$ cat config.mk
export PLATFORM = sky130hd
export DESIGN_NAME = seg_mode_scan
export DESIGN_NICKNAME = d
export VERILOG_FILES = /design/src/rtl/seg_disp_pkg.sv /design/src/rtl/seg_mode_scan_hex_to_seg7.sv /design/src/rtl/seg_mode_scan.sv
export SDC_FILE = /design/constraint.sdc
export NUM_CORES = 1
export LEC_CHECK = 0
export CAP_MARGIN = 20
export CELL_PAD_IN_SITES_DETAIL_PLACEMENT = 1
export CELL_PAD_IN_SITES_GLOBAL_PLACEMENT = 1
export CORE_MARGIN = 2
export CORE_UTILIZATION = 41
export CTS_BUF_LIST = sky130_fd_sc_hd__clkbuf_4
export DETAILED_ROUTE_END_ITERATION = 6
export PLACE_DENSITY = 0.95
export SLEW_MARGIN = 15
export SYNTH_ARGS = -nofsm -noshare
export SYNTH_HDL_FRONTEND = slang
export SYNTH_HIERARCHICAL = 1
export SYNTH_SLANG_ARGS = --single-unit
export TNS_END_PERCENT = 20
$ cat constraint.sdc
create_clock -name clk -period 5.1 [get_ports clk]
set_input_delay 1.02 -clock clk [delete_from_list [all_inputs] [get_ports clk]]
set_output_delay 1.02 -clock clk [all_outputs]
set_load 0.03 [all_outputs]
$ cat src/rtl/seg_disp_pkg.sv
// Shared definitions for the multiplexed seven-segment display blocks:
// blank pattern, hex glyph table, mode step actions and index-width helper.
package seg_disp_pkg;

    localparam logic [6:0] SEG_BLANK = 7'h7F;

    // Active-low glyphs, bit order g..a (bit 6 = g, bit 0 = a)
    localparam logic [6:0] HEX_GLYPH [16] = '{
        7'h40, 7'h79, 7'h24, 7'h30,
        7'h19, 7'h12, 7'h02, 7'h78,
        7'h00, 7'h10, 7'h08, 7'h03,
        7'h46, 7'h21, 7'h06, 7'h0E
    };

    typedef enum logic [1:0] {
        STEP_NONE,
        STEP_NEXT,
        STEP_PREV
    } step_e;

    // Index width that never collapses to zero bits for single-entry ranges
    function automatic int clog2_min1(input int n);
        return (n <= 2) ? 1 : $clog2(n);
    endfunction

endpackage

$ cat src/rtl/seg_mode_scan_hex_to_seg7.sv
// Combinational nibble to active-low seven-segment glyph lookup.
module hex_to_seg7
    import seg_disp_pkg::*;
(
    input  logic [3:0] nibble,
    output logic [6:0] seg
);

    assign seg = HEX_GLYPH[nibble];

endmodule

$ cat src/rtl/seg_mode_scan.sv
// Multiplexed seven-segment driver with button-stepped mode selection.
// Optional feature macro: LEADING_ZERO_BLANK_EN (blanks leading zero digits).
module seg_mode_scan
    import seg_disp_pkg::*;
#(
    parameter int DIGITS   = 4,
    parameter int MODES    = 2,
    parameter int SCAN_DIV = 50000
) (
    input  logic                          clk,
    input  logic                          reset_n,
    input  logic                          btn_next,
    input  logic                          btn_prev,
    input  logic [MODES*DIGITS*4-1:0]     mode_vals,
    output logic [clog2_min1(MODES)-1:0]  mode,
    output logic [6:0]                    seven,
    output logic [DIGITS-1:0]             AN
);

    localparam int MW     = clog2_min1(MODES);
    localparam int DW     = clog2_min1(DIGITS);
    localparam int CW     = clog2_min1(SCAN_DIV);
    localparam int WORD_W = DIGITS * 4;

    localparam logic [MW-1:0] MODE_LAST  = MW'(MODES - 1);
    localparam logic [DW-1:0] DIGIT_LAST = DW'(DIGITS - 1);
    localparam logic [CW-1:0] CNT_LAST   = CW'(SCAN_DIV - 1);

    logic          next_hist, prev_hist;
    logic          press_next, press_prev;
    step_e         step;
    logic [MW-1:0] mode_nxt;

    logic [CW-1:0] scan_cnt, scan_cnt_nxt;
    logic [DW-1:0] digit, digit_nxt;

    logic [WORD_W-1:0] cur_word;
    logic [3:0]        cur_nibble;
    logic [6:0]        glyph;
    logic              lead_blank;
    logic [DIGITS-1:0] an_nxt;

    assign press_next = btn_next & ~next_hist;
    assign press_prev = btn_prev & ~prev_hist;

    always_ff @(posedge clk or negedge reset_n) begin
        if (!reset_n) begin
            next_hist <= 1'b0;
            prev_hist <= 1'b0;
            mode      <= '0;
            scan_cnt  <= '0;
            digit     <= '0;
        end else begin
            next_hist <= btn_next;
            prev_hist <= btn_prev;
            mode      <= mode_nxt;
            scan_cnt  <= scan_cnt_nxt;
            digit     <= digit_nxt;
        end
    end

    // Simultaneous presses cancel; wrap in both directions
    always_comb begin
        step     = STEP_NONE;
        mode_nxt = mode;
        if (press_next && !press_prev) begin
            step = STEP_NEXT;
        end else if (press_prev && !press_next) begin
            step = STEP_PREV;
        end
        case (step)
            STEP_NEXT: mode_nxt = (mode == MODE_LAST) ? '0 : mode + MW'(1);
            STEP_PREV: mode_nxt = (mode == '0) ? MODE_LAST : mode - MW'(1);
            default:   mode_nxt = mode;
        endcase
    end

    always_comb begin
        scan_cnt_nxt = scan_cnt + CW'(1);
        digit_nxt    = digit;
        if (scan_cnt == CNT_LAST) begin
            scan_cnt_nxt = '0;
            digit_nxt    = (digit == DIGIT_LAST) ? '0 : digit + DW'(1);
        end
    end

    always_comb begin
        cur_word = '0;
        for (int m = 0; m < MODES; m++) begin
            if (mode == MW'(m)) begin
                cur_word = mode_vals[m*WORD_W +: WORD_W];
            end
        end
    end

`ifdef LEADING_ZERO_BLANK_EN
    // zero_from[k] is set when nibble k and every nibble above it are zero
    logic [DIGITS:0] zero_from;
    always_comb begin
        zero_from         = '0;
        zero_from[DIGITS] = 1'b1;
        for (int k = DIGITS - 1; k >= 0; k--) begin
            zero_from[k] = zero_from[k+1] & (cur_word[k*4 +: 4] == 4'h0);
        end
        cur_nibble = '0;
        lead_blank = 1'b0;
        for (int k = 0; k < DIGITS; k++) begin
            if (digit == DW'(k)) begin
                cur_nibble = cur_word[k*4 +: 4];
                lead_blank = (k != 0) && zero_from[k];
            end
        end
    end
`else
    always_comb begin
        cur_nibble = '0;
        lead_blank = 1'b0;
        for (int k = 0; k < DIGITS; k++) begin
            if (digit == DW'(k)) begin
                cur_nibble = cur_word[k*4 +: 4];
            end
        end
    end
`endif

    hex_to_seg7 u_hex_to_seg7 (
        .nibble (cur_nibble),
        .seg    (glyph)
    );

    assign an_nxt = ~(DIGITS'(1) << digit);

    // Registered outputs blank asynchronously while reset is held
    always_ff @(posedge clk or negedge reset_n) begin
        if (!reset_n) begin
            AN    <= '1;
            seven <= SEG_BLANK;
        end else begin
            AN    <= an_nxt;
            seven <= lead_blank ? SEG_BLANK : glyph;
        end
    end

endmodule

==> run metrics, run 1 <==
GR Util All Layers 18.9%; Netlist cell types 37; final setup vio count 0; TNS Setup 0 ps; WP data required 4080 ps; Hold WC Path Type reg2reg; max incr delay on CP 930 ps; CTS Root Buffer Type clkbuf_4; cell family with most CP delay flip-flops; H-Tree Depth 2; Synth Warn # 6; # diodes 0; Clock Latency Late Sink 340 ps; maxcap violations 0; DRC errors left 0; met3 routed WL 197 um; Adder-Cell Fraction of Synth Area 8.82%; fraction of registers with async set/reset 100%; most common library cells after synthesis dfrtp_1, mux2i_1, nor2_1; DPL Wire Length 3360 um; CP max-delay cell dfrtp_1; drt initial violations 68; Gates resized, CTS repair 0; post-route cell area 0.00242 mm^2; DP Area 0.00236 mm^2; critical path arrival 2100 ps; FILL cells 473; die area 0.00505 mm^2; vias in the first global route 1,633; top-count cell post-synth dfrtp_1; Critical Path End Type output port; setup ws final 1980 ps; Relative slew margins 41.7%; fin util 55.5%; CTS Buf Count 5; largest family of logic cells by synthesized area simple AND/OR/NAND/NOR gates; crit path buf inv count 1; hold_buf cts 0; share of layout cells above drive strength 1 11.0%; worst-margin pin slew 874 ps; Placed Instances 272; post-synthesis compound-gate area fraction 8.82%; RePlAce Congestion 0.809; WL met1 1760 um; worst-path cell chain clkdlybuf4s50_1; WL met2 2220 um; post-synth design cell area 0.00184 mm^2; clock period minus worst slack 3120 ps; setup bufs post-CTS 0; Seq cells post-synth 32; Die Height 71.1 um; dpl ws 1710 ps; post-synthesis sequential area ratio 44.2%; PortBufs 47; routed len/inst 15.2 um; EDFF count, synth 0; Hold Fails Final Rpt 0; mux contribution to synthesized area 12.1%; critical path class reg2out; fin cells 280; worst-path maximum fanout 18; CP Launch Type flip-flop; first-pass GRT wire length 7490 um; Leak Pwr 1.07 nW; pwr dens 345 mW/mm^2; outcome finished clean; Longest Clk Path Bufs 2; largest net degree at the start of global routing 33; Die Span X 71.1 um; post-synthesis simple-gate area fraction 15.1%; max frequency 321 MHz; CTS tree built; vias 1,495; crit share post-route 61.1%; I/O pin total 48; GR Overflow Total 0; Final #Nets 276; share of the synthesized area in the top cell type 28.5%; Mapped Nets 225; area leader, netlist dfrtp_1; VDD IR max 0.175 mV; core area 0.00435 mm^2; Synth area leaders dfrtp_1, dfstp_2, mux2i_1, ha_1, xnor2_1; initial antenna violation count 0; vias per cell 5.34; Fin Clk Skew 12.2 ps; RSZ-0062 raised after global routing false; clk slew on worst S/H paths 100 ps; synthesized area per cell 10.5 um^2; Std-Cell Rows 24; number of slew-limit violations in the final report 0; 1st-pass router iterations 4; post-synthesis cell count 176; Area growth syn-to-layout 31.0%; Max Used Layer met4; clock sinks 32; ANT nets after route 0; DRT Wirelength 4250 um; main flop type after synthesis dfrtp_1; Initial Utilization 42.4%; xor and xnor area share after synthesis 6.65%
==> worst reg2reg max path, delay by kind of cell, from the launching register on <==
| family | cells | cell delay (ps) |
|---|---|---|
| AO/OA/AOI/OAI | 1 | 640 |
| flip-flops | 1 | 930 |
| multiplexers | 2 | 640 |
| buffers and inverters | 2 | 280 |
| adder cells (fa/ha/maj) | 1 | 350 |
==> through the flow <==
stage / total power, mW / hold slack (ps)
after detailed placement: 0.701 / 487
after global routing: 0.882 / 530
after floorplan: 0.576 / 448
after CTS: 0.843 / 498
after global placement: 0.687 / 468
final: 0.834 / 495
==> worst paths after layout <==
kind,startpoint,to,slack (ps),depth (start not counted)
worst max-delay path,mode,mode,1980,1
worst min-delay path,scan_cnt[0],scan_cnt[0],490,1
worst max register to register,mode,seven[3],2170,6
worst min register to register,scan_cnt[0],scan_cnt[0],490,1
max in group asynchronous,reset_n,seven[0],3700,2
min in group asynchronous,reset_n,scan_cnt[11],1070,2
==> cells in the final DEF, fill, tap and decap left out, types with 3 or more instances in the layout <==
cell / netlist / final
a21oi_1: 6 / 6
clkbuf_4: 0 / 6
clkdlybuf4s50_1: 0 / 47
dfrtp_1: 21 / 21
dfstp_2: 11 / 11
ha_1: 13 / 13
inv_1: 13 / 13
mux2i_1: 17 / 17
nand2_1: 9 / 9
nand2b_1: 4 / 4
nand3_1: 6 / 6
nor2_1: 16 / 16
nor4_1: 3 / 3
o21ai_0: 10 / 10
o22ai_1: 4 / 4
xnor2_1: 8 / 8
xor2_1: 6 / 6
==> layer usage <==
metal,global-route usage [%],up-vias
met5,0,-
met4,7.34,0
met3,4.42,6
met2,32.0,44
met1,23.4,731
li1,-,714
==> sequential cells by signal (all words and copies together), names as in the netlist <==
signal,flops
scan_cnt,16
seven,7
AN,4
digit,2
mode,1
next_hist,1
prev_hist,1
==> final cells by class <==
| class | instances | area (um^2) | share of cell area [%] |
|---|---|---|---|
| inverter | 13 | 48.8 | 2.02 |
| timing repair buffer | 49 | 485 | 20.1 |
| clock inverter | 2 | 7.51 | 0.311 |
| multi-input combinational | 126 | 950 | 39.3 |
| tap | 52 | 65.1 | 2.69 |
| clock buffer | 6 | 45.0 | 1.86 |
| sequential | 32 | 815 | 33.7 |
==> power by group <==
part	switching, mW	internal (mW)	leakage [nW]
clock	0.0833	0.0563	0.0307
sequential	0.0387	0.302	0.387
combinational	0.179	0.175	0.655
total	0.301	0.533	1.07
==> cells by family (layout without fill, tap and decap cells) <==
family / count (synthesis) / after routing
AND/OR/NAND/NOR: 52 / 52
flip-flops: 32 / 32
AO/OA/AOI/OAI: 27 / 27
multiplexers: 20 / 20
buffers and inverters: 18 / 70
XOR/XNOR: 14 / 14
adder cells (fa/ha/maj): 13 / 13
No activity file was read; power rests on OpenSTA's default activity.
==> run 2: changes to the inputs <==
CORE_UTILIZATION = 38   (was 41)
PLACE_DENSITY = 0.89   (was 0.95)
clock period = 3.1 ns   (was 5.1 ns; I/O delays follow)
==> run metrics, run 2 (synthesis gave the netlist of run 1 again) <==
Longest Clk Path Bufs 2 (unchanged); leading registers by flop count scan_cnt (16), seven (7), AN (4); drt initial violations 55 (-19%); first-pass GRT wire length 7200 um (-3.9%); final setup vio count 0 (unchanged); Hold WC Path Type reg2reg; Net Sw Frac 35.6% (-0.43 points); TNS Setup 0 ps (unchanged); maxcap violations 0 (unchanged); commonest non-fill, non-tap cells in the layout clkdlybuf4s50_1, dfrtp_1, mux2i_1; sequential power share 39.0% (-1.8 points); clk slew on worst S/H paths 100 ps (about the same); # diodes 0 (unchanged); DRT Wirelength 4230 um (-0.49%); fin cells 285 (+1.8%); max FFs per register 16 (unchanged); Clock Latency Late Sink 330 ps (about the same); WL met2 2340 um (+5.1%); Die Span X 73.7 um (+3.7%); pwr dens 569 mW/mm^2 (+65%); Reg with most FFs scan_cnt; Placed Instances 277 (+1.8%); vias 1,491 (-0.27%); hold_buf cts 0 (unchanged); Leak Pwr 1.09 nW (+1.2%); number of slew-limit violations in the final report 0 (unchanged); max frequency 376 MHz; crit share post-route 85.7%; Std-Cell Rows 25 (+4.2%); Relative slew margins 59.9% (+18 points); most common cell after layout, fill and taps aside clkdlybuf4s50_1; Max Used Layer met4; Clk pwr share 17.0% (+0.3 points); die area 0.00543 mm^2 (+7.4%); r2r setup slk 490 ps (-1680 ps); routed len/inst 14.8 um (-2.2%); CP Launch Type flip-flop; met3 routed WL 205 um (+4.1%); initial antenna violation count 0 (unchanged); Final #Nets 279 (+1.1%); VDD IR max 0.224 mV (+28%); Initial Utilization 39.3% (-3.0 points); Psw 496 uW (+65%); PortBufs 47 (unchanged); 1st-pass router iterations 4 (unchanged); CTS tree built; worst-path maximum fanout 12 (-6); Die Height 73.7 um (+3.7%); H-Tree Depth 2 (unchanged); GR Util All Layers 17.2% (-1.7 points); share of layout cells above drive strength 1 12.6% (+1.6 points); setup bufs post-CTS 0 (unchanged); I/O pin total 48 (unchanged); vias in the first global route 1,624 (-0.55%); core area 0.00469 mm^2 (+7.8%); DPL Wire Length 3420 um (+1.8%); P_int 896 uW (+68%); CTS Root Buffer Type clkbuf_4; Gates resized, CTS repair 0 (unchanged); DRC errors left 0 (unchanged); CTS Buf Count 5 (unchanged); Area growth syn-to-layout 32.6%; Logic pwr share 44.0% (+1.6 points); largest net degree at the start of global routing 33 (unchanged); RePlAce Congestion 0.811 (+0.23%); Hold Fails Final Rpt 0 (unchanged); clock period minus worst slack 2660 ps; FILL cells 536 (+13%); Critical Path End Type output port; clock sinks 32 (unchanged); outcome finished clean; vias per cell 5.23 (-2.0%); RSZ-0062 raised after global routing false; critical path class reg2out; ANT nets after route 0 (unchanged); Fin Clk Skew 12.1 ps (-0.0594 ps); WP data required 2480 ps (-1600 ps); worst-margin pin slew 602 ps (-272 ps); WL met1 1630 um (-7.3%); GR Overflow Total 0 (unchanged); critical path arrival 2040 ps (-60 ps)
==> run 2: cell count changes in the layout (fill, tap and decap cells not counted), sizes merged <==
cell      change
buf           +3
clkinvlp      +1
clkinv        -1
==> run 2: per-layer routing <==
layer,global-route usage [%],vias up
met3,4.94,6
met2,32.1,36
met5,0,-
met4,4.65,0
met1,18.6,730
li1,-,719
==> run 2: path summary, 6_finish.rpt <==
check	from	endpoint	cells past startpoint
min reg2reg	scan_cnt[0]	scan_cnt[0]	1
min in group asynchronous	reset_n	scan_cnt[6]	2
min	scan_cnt[0]	scan_cnt[0]	1
max in group asynchronous	reset_n	AN[1]	2
max reg2reg	digit[1]	seven[3]	10
max	mode	mode	2
==> run 2: power by group through the flow <==
stage | sequential (mW) | clock, mW | combinational, mW
3_5_place_dp | 0.553 | 0 | 0.620
2_1_floorplan | 0.629 | 0 | 0.319
4_1_cts | 0.545 | 0.246 | 0.620
5_1_grt | 0.551 | 0.271 | 0.662
3_3_place_gp | 0.552 | 0 | 0.603
6_report | 0.543 | 0.236 | 0.613
==> run 2: worst max-delay path, cell delays in order (launching register included) <==
cell	delay (ps)
dfrtp_1	740
buf_4	280
clkdlybuf4s50_1	680
==> run 2: cell type report <==
| type | instances | area [um^2] | share of cell area [%] |
|---|---|---|---|
| multi-input combinational | 126 | 950 | 38.8 |
| sequential | 32 | 815 | 33.3 |
| timing repair buffer | 52 | 508 | 20.8 |
| tap | 54 | 67.6 | 2.76 |
| inverter | 13 | 48.8 | 2.00 |
| clock buffer | 6 | 45.0 | 1.84 |
| clock inverter | 2 | 11.3 | 0.461 |
==> run 2: through the flow <==
stage	power, mW	hold WS, ps	cell area [um^2]	utilization, %	setup slack (ps)
after floorplan	0.948	324	1840	-	418
after global placement	1.15	472	2390	50.9	374
after detailed placement	1.17	486	2390	50.9	269
after CTS	1.41	496	2440	52.1	411
after global routing	1.48	514	2440	52.1	283
final	1.39	497	2440	52.1	443
==> run 3: changes to the inputs <==
REMOVE_ABC_BUFFERS = 1   (was default)
==> run metrics, run 3 (synthesis gave the netlist of run 1 again) <==
worst-margin pin slew 576 ps (-25.8 ps); leading registers by flop count scan_cnt (16), seven (7), AN (4); Hold WC Path Type reg2reg; pwr dens 575 mW/mm^2 (+0.98%); Clock Latency Late Sink 340 ps (about the same); DPL Wire Length 3220 um (-6.0%); Relative slew margins 61.2% (+1.3 points); most common cell after layout, fill and taps aside clkdlybuf4s50_1; CP most frequent cell inv_1; critical path arrival 2950 ps (+910 ps); number of slew-limit violations in the final report 0 (unchanged); clock period minus worst slack 2680 ps (+23.6 ps); 1st-pass router iterations 4 (unchanged); sequential power share 38.7% (-0.3 points); vias 1,498 (+0.47%); ANT nets after route 0 (unchanged); CTS Buf Count 5 (unchanged); hold_buf cts 0 (unchanged); Initial Utilization 39.3% (unchanged); Logic pwr share 44.0% (about the same); GR Util All Layers 17.7% (+0.49 points); PortBufs 47 (unchanged); WP data required 3370 ps (+890 ps); max frequency 373 MHz (-0.88%); I/O pin total 48 (unchanged); Die Span X 73.7 um (unchanged); setup ws final 420 ps (-23.6 ps); die area 0.00543 mm^2 (unchanged); TNS Setup 0 ps (unchanged); drt initial violations 54 (-1.8%); RePlAce Congestion 0.870 (+7.2%); worst-path maximum fanout 5 (-7); outcome finished clean; Die Height 73.7 um (unchanged); max FFs per register 16 (unchanged); max incr delay on CP 490 ps (-250 ps); GR Overflow Total 0 (unchanged); final setup vio count 0 (unchanged); critical path class reg2reg; vias per cell 5.24 (+0.12%); worst-path cell chain inv_1 -> ha_1 -> nand2b_1 -> o22ai_1 -> o21ai_0 -> o21ai_0 -> inv_1 -> ha_1 -> inv_1 -> mux4_1; cell family with most CP delay adder cells; CTS tree built; CTS Root Buffer Type clkbuf_4; CP max-delay cell mux4_1; CP Launch Type flip-flop; VDD IR max 0.344 mV (+54%); Area growth syn-to-layout 32.8%; Final #Nets 280 (+0.36%); clock sinks 32 (unchanged); Psw 516 uW (+4.0%); Critical Path End Type flip-flop; crit share post-route 86.5% (+0.76 points); fin util 52.2% (+0.11 points); Net Sw Frac 36.6% (+1.0 points); H-Tree Depth 2 (unchanged); vias in the first global route 1,599 (-1.5%); routed len/inst 14.6 um (-1.5%); crit path buf inv count 3 (+1); initial antenna violation count 0 (unchanged); setup bufs post-CTS 0 (unchanged); # diodes 0 (unchanged); Longest Clk Path Bufs 2 (unchanged); maxcap violations 0 (unchanged); Clk pwr share 17.3% (+0.3 points); Reg with most FFs scan_cnt; largest net degree at the start of global routing 33 (unchanged); share of layout cells above drive strength 1 13.4% (+0.81 points); Std-Cell Rows 25 (unchanged); P_int 893 uW (-0.39%); RSZ-0062 raised after global routing false; Overall Power 1.41 mW (+1.2%); Hold Fails Final Rpt 0 (unchanged); final hold slack 489 ps (-8.21 ps); dpl ws 179 ps (-89.7 ps); first-pass GRT wire length 7290 um (+1.2%); commonest non-fill, non-tap cells in the layout clkdlybuf4s50_1, dfrtp_1, mux2i_1; clk slew on worst S/H paths 120 ps (+20 ps); core area 0.00469 mm^2 (unchanged); FILL cells 524 (-2.2%); Leak Pwr 1.10 nW (+0.88%); DRC errors left 0 (unchanged); DRT Wirelength 4180 um (-1.1%); Gates resized, CTS repair 0 (unchanged); Fin Clk Skew 14.1 ps (+1.96 ps)
-- run 3: cell count changes in the layout (fill, tap and decap cells not counted) --
| cell | change |
|---|---|
| clkinv_4 | +1 |
| clkinv_1 | -1 |
| clkinvlp_4 | -1 |
| buf_2 | +1 |
| clkinv_2 | +2 |
| clkbuf_4 | -1 |
-- run 3: final cells by class --
cell class                 instances  area, um^2  share of cell area (%)
sequential                        32         815                    33.2
multi-input combinational        126         950                    38.8
clock buffer                       5        37.5                    1.53
inverter                          13        48.8                    1.99
clock inverter                     3        18.8                   0.766
timing repair buffer              53         513                    20.9
tap                               54        67.6                    2.76
-- run 3: metrics by stage --
stage,cell area (um^2),instances
after floorplan,1810,171
after global placement,2390,277
after detailed placement,2390,277
after CTS,2440,285
after global routing,2450,286
final,2450,286
-- run 3: path summary, 6_finish.rpt --
check / from / endpoint / slack, ps / depth (start not counted)
min: scan_cnt[0] / scan_cnt[0] / 490 / 1
max reg2reg: digit[1] / seven[3] / 420 / 10
min in group asynchronous: reset_n / scan_cnt[11] / 660 / 2
min reg2reg: scan_cnt[0] / scan_cnt[0] / 490 / 1
max: digit[1] / seven[3] / 420 / 10
max in group asynchronous: reset_n / AN[3] / 2100 / 2
-- run 3: power by group through the flow --
stage / clock network [mW] / registers, mW / logic (mW)
after floorplan: 0 / 0.667 / 0.261
after global placement: 0 / 0.554 / 0.609
after detailed placement: 0 / 0.553 / 0.623
after CTS: 0.255 / 0.547 / 0.625
after global routing: 0.278 / 0.555 / 0.670
final: 0.244 / 0.545 / 0.619
-- run 3: metal layers --
metal / routed length [um] / GRT usage (%) / vias to the layer above / part of all wire [%]
met2: 2000 / 28.1 / 45 / 48
met1: 1860 / 22.0 / 726 / 45
met3: 236 / 5.76 / 8 / 5.6
li1: - / - / 719 / -
met5: 0 / 0 / - / 0
met4: 80 / 7.27 / 0 / 1.9
